==> src/rtl/pipe_hazard_ctrl.sv <==
// Pipeline hazard controller: per-stage stall/flush generation with a four-state wait FSM.
// Optional stall-cycle counter enabled by defining PIPE_HAZARD_CTRL_PERF_EN.
module pipe_hazard_ctrl (
    input  logic       clk,
    input  logic       rst,
    input  logic       load_use_hazard,
    input  logic       branch_taken,
    input  logic       imem_ready,
    input  logic       dmem_req,
    input  logic       dmem_ready,
    input  logic       ex_busy,
    output logic       pc_stall,
    output logic       if_id_stall,
    output logic       id_ex_stall,
    output logic       ex_mem_stall,
    output logic       if_id_flush,
    output logic       id_ex_flush,
    output logic       ex_mem_flush,
    output logic       mem_wb_flush,
    output logic [1:0] ctrl_state
`ifdef PIPE_HAZARD_CTRL_PERF_EN
    ,
    output logic [31:0] stall_cycles
`endif
);

    typedef enum logic [1:0] {
        RUN      = 2'd0,
        MEM_WAIT = 2'd1,
        EX_WAIT  = 2'd2,
        REDIRECT = 2'd3
    } state_t;

    state_t state;
    state_t state_next;
    logic   mw;

    assign mw         = dmem_req & ~dmem_ready;
    assign ctrl_state = state;

    always_ff @(posedge clk or posedge rst) begin
        if (rst) begin
            state <= RUN;
        end else begin
            state <= state_next;
        end
    end

    // Priority: memory wait, EX busy, branch redirect, load-use, fetch bubble.
    // Outputs are forced quiet while reset is held so nothing leaks during async reset.
    always_comb begin
        state_next   = RUN;
        pc_stall     = 1'b0;
        if_id_stall  = 1'b0;
        id_ex_stall  = 1'b0;
        ex_mem_stall = 1'b0;
        if_id_flush  = 1'b0;
        id_ex_flush  = 1'b0;
        ex_mem_flush = 1'b0;
        mem_wb_flush = 1'b0;
        if (!rst) begin
            if (mw) begin
                pc_stall     = 1'b1;
                if_id_stall  = 1'b1;
                id_ex_stall  = 1'b1;
                ex_mem_stall = 1'b1;
                mem_wb_flush = 1'b1;
                state_next   = MEM_WAIT;
            end else if (ex_busy) begin
                pc_stall     = 1'b1;
                if_id_stall  = 1'b1;
                id_ex_stall  = 1'b1;
                ex_mem_flush = 1'b1;
                state_next   = EX_WAIT;
            end else if (branch_taken) begin
                if_id_flush  = 1'b1;
                id_ex_flush  = 1'b1;
                state_next   = REDIRECT;
            end else if (load_use_hazard && (state != REDIRECT)) begin
                pc_stall     = 1'b1;
                if_id_stall  = 1'b1;
                id_ex_flush  = 1'b1;
                state_next   = RUN;
            end else if (!imem_ready || (state == REDIRECT)) begin
                pc_stall     = ~imem_ready;
                if_id_flush  = 1'b1;
                state_next   = imem_ready ? RUN : REDIRECT;
            end
        end
    end

`ifdef PIPE_HAZARD_CTRL_PERF_EN
    // Saturating count of cycles in which the PC was held.
    always_ff @(posedge clk or posedge rst) begin
        if (rst) begin
            stall_cycles <= 32'd0;
        end else if (pc_stall && (stall_cycles != 32'hFFFF_FFFF)) begin
            stall_cycles <= stall_cycles + 32'd1;
        end
    end
`endif

endmodule

==> config.mk <==
export PLATFORM = sky130hd
export DESIGN_NAME = pipe_hazard_ctrl
export DESIGN_NICKNAME = d
export VERILOG_FILES = /design/src/rtl/pipe_hazard_ctrl.sv
export SDC_FILE = /design/constraint.sdc
export NUM_CORES = 1
export LEC_CHECK = 0
export CAP_MARGIN = 10
export CORE_AREA = 2 2 39 41
export CTS_CLUSTER_DIAMETER = 50
export CTS_CLUSTER_SIZE = 12
export DETAILED_ROUTE_END_ITERATION = 10
export DIE_AREA = 0 0 41 43
export HOLD_SLACK_MARGIN = 0.12
export REMOVE_ABC_BUFFERS = 1
export SYNTH_ARGS = -nofsm -noshare
export SYNTH_HDL_FRONTEND = slang
export SYNTH_SLANG_ARGS = --single-unit
==> constraint.sdc <==
create_clock -name clk -period 0.95 [get_ports clk]
set_input_delay 0.095 -clock clk [delete_from_list [all_inputs] [get_ports clk]]
set_output_delay 0.095 -clock clk [all_outputs]
set_load 0.005 [all_outputs]
==> results_dict.tcl, run 1 <==
set metrics [dict create \
    setup_viol 8 \
    grtUsageTotal_pct 11.3 \
    drv_slew 0 \
    fmax_mhz 758 \
    num_vias 346 \
    avgSynthCellArea_um2 8.43 \
    grt.overflow.total 0 \
    arrival_ns 1.22 \
    layout-drive-gt1-share_pct 71.6 \
    fin_util_pct 43.6 \
    cts_made_buffers 3 \
    dp.final_hpwl_um 564 \
    ys_warn_count 0 \
    internal_power_uw 386 \
    hold_viol_final 0 \
    rr_worst_depth 6 \
    worst_slew_pin_slew_ns 0.238 \
    root_buffer "clkbuf_4" \
    finalClockSkew_ns 0.00111 \
    hp-class "input pin to async pin" \
    ant_nets 0 \
    crit_start "ctrl_state[0]" \
    critPathMaxFanout 2 \
    clockBufferDepth 2 \
    synth-adder-area-share_pct 0 \
    io_buffers 17 \
    rsz0062_at_grt "true" \
    syn_to_final_growth_pct 165 \
    synthMuxAreaShare_pct 0 \
    rows 14 \
    antenna_found_initial 0 \
    drc 0 \
    worst_ep_required_time_ns 0.85 \
    hold_slack_ns 0.150 \
    die_area_mm2 0.00176 \
    num_io_pins 18 \
    p_per_area_mw_per_mm2 874 \
    dpl.cell_count 71 \
    slew_headroom_pct 84.0 \
    layout_commonest_cell "buf_4" \
    end_kind "primary output" \
    htree_num_levels 1 \
    synthCells 27 \
    coreArea_mm2 0.00138 \
    grt_first_pass_wirelength_um 1280 \
    fillCellCount 140 \
    cts_sinks 2 \
    chipWidth_um 41 \
    worstSetupStartpointType "register" \
    grt_max_degree 7 \
    fin_ws_ns -0.368 \
    grt_pass1_vias 317 \
    finalNonFillerCells 83 \
    clk_pin_slew_ns 0.03 \
    ys_types 19 \
    routed_via_density 4.17 \
    ir_drop_uv 464 \
    synth_xor_area_share_pct 0 \
    fin_crit_ns 1.32 \
    drv_cap 0 \
    status "finished with violations" \
    crit_type "register to primary output" \
    drtPass1Iterations 1 \
    finalCritPeriodShare_pct 139 \
    drtIter0Drc 0 \
    place.gp.congestion 0.718 \
    initial_core_util_pct 16.5 \
    p_sw_uw 141 \
    largest_reg_flops 2 \
    die_h_um 43 \
    failed_checks "setup timing" \
    clkPwrFrac_pct 34.7 \
    ys_seq_area_share_pct 22.0 \
    synth_compound_area_share_pct 38.5 \
    yosys.area_share.simple_pct 28.0 \
    routed_wl_um 893 \
    leakagePower_uw 0.000324 \
    layout_common_cells "buf_4, buf_2, buf_6, inv_1, clkbuf_4" \
    comb_power_share_pct 46.1 \
    n_antenna_cell 0 \
    reg2reg_from "ctrl_state[0]" \
    seqPwrFrac_pct 19.1 \
    drt-wirelength-per-cell_um 10.8 \
    mappedNetlistArea_um2 228 \
    synth_seq_cells 2 \
    sw_frac_of_total_pct 26.7 \
    synth_top_family_by_area "compound AO/OA/AOI/OAI gates" \
    cts_tree "done" \
    insertion_delay_ns 0.22 \
    fin_nets 77 \
]
[power by group through the flow]
| stage | logic [uW] | clock network (uW) | registers, uW |
|---|---|---|---|
| finish | 243 | 183 | 101 |
| global route | 261 | 203 | 101 |
| CTS | 225 | 192 | 101 |
| detailed placement | 199 | 0 | 100 |
| global placement | 199 | 0 | 101 |
| floorplan | 53.4 | 0 | 102 |
[cells in the mapped netlist (all sizes together)]
cell type / count / area [um2]
dfrtp: 2 / 50.1
buf: 2 / 15.0
o21ai: 1 / 5.00
nand2b: 1 / 6.26
nor2b: 1 / 8.76
nor3b: 1 / 12.5
a31oi: 1 / 6.26
nand2: 1 / 3.75
a21boi: 1 / 18.8
o21a: 2 / 15.0
inv: 3 / 11.3
o31a: 1 / 8.76
o41ai: 1 / 16.3
a21oi: 2 / 10.0
nor2: 4 / 17.5
nor3: 2 / 15.0
o21bai: 1 / 7.51
[per-stage QoR]
step	total power [uW]	setup slack, ns	setup TNS [ns]	area, um2
6_report	527	-0.368	-2.11	603
4_1_cts	518	-0.371	-1.82	576
5_1_grt	565	-0.433	-2.39	603
3_3_place_gp	299	-0.678	-5.85	500
3_5_place_dp	299	-0.678	-5.91	500
2_1_floorplan	156	-0.0531	-0.0586	213
[cell type report]
class | count | area, um2 | share of cell area, %
Tap cell | 16 | 20.0 | 3.32
Timing Repair Buffer | 39 | 323 | 53.5
Multi-Input combinational cell | 20 | 176 | 29.3
Sequential cell | 2 | 50.0 | 8.30
Clock buffer | 3 | 22.5 | 3.73
Inverter | 3 | 11.3 | 1.87
[path summary, 6_finish.rpt]
path | endpoint | slack, ns
worst max-delay path | if_id_stall | -0.37
worst min-delay path | ctrl_state[0] | 0.15
worst max register to register | ctrl_state[1] | -0.36
worst min register to register | ctrl_state[1] | 1.05
max in group asynchronous | ctrl_state[1] | 0.71
min in group clk | ctrl_state[0] | 0.41
[critical path, stage by stage, from the launching register on]
cell and delay (ns):
dfrtp_1 0.40, a21boi_4 0.20, buf_6 0.12, nand2b_1 0.05, a21oi_1 0.11, buf_2 0.12
[kinds of logic after synthesis]
logic type,after synthesis
compound gates,10
simple gates,10
flops,2
buf+inv,5
[layer usage]
metal / vias to the layer above / track usage [%] / share of wire, %
met3: 2 / 4.71 / 4.7
li1: 178 / - / -
met5: - / 0 / 0
met4: 0 / 8.00 / 0.78
met2: 5 / 16.6 / 56
met1: 161 / 12.5 / 39
[repair_timing]
action	CTS	global route
hold buffers	0	0
pin swaps	5	3
setup endpoints to repair	12	9
gates resized for setup	64	5
setup buffers	7	3
No activity file was read; power rests on OpenSTA's default activity.
==> run 2: changes to the inputs <==
--- a/config.mk
+++ b/config.mk
@@ -8,7 +8,7 @@
 export CAP_MARGIN = 10
 export CORE_AREA = 2 2 39 41
 export CTS_CLUSTER_DIAMETER = 50
-export CTS_CLUSTER_SIZE = 12
+export CTS_CLUSTER_SIZE = 25
 export DETAILED_ROUTE_END_ITERATION = 10
 export DIE_AREA = 0 0 41 43
 export HOLD_SLACK_MARGIN = 0.12
==> results of run 2 <==
Same layout as run 1: the final DEF is identical, and so are final timing and power.
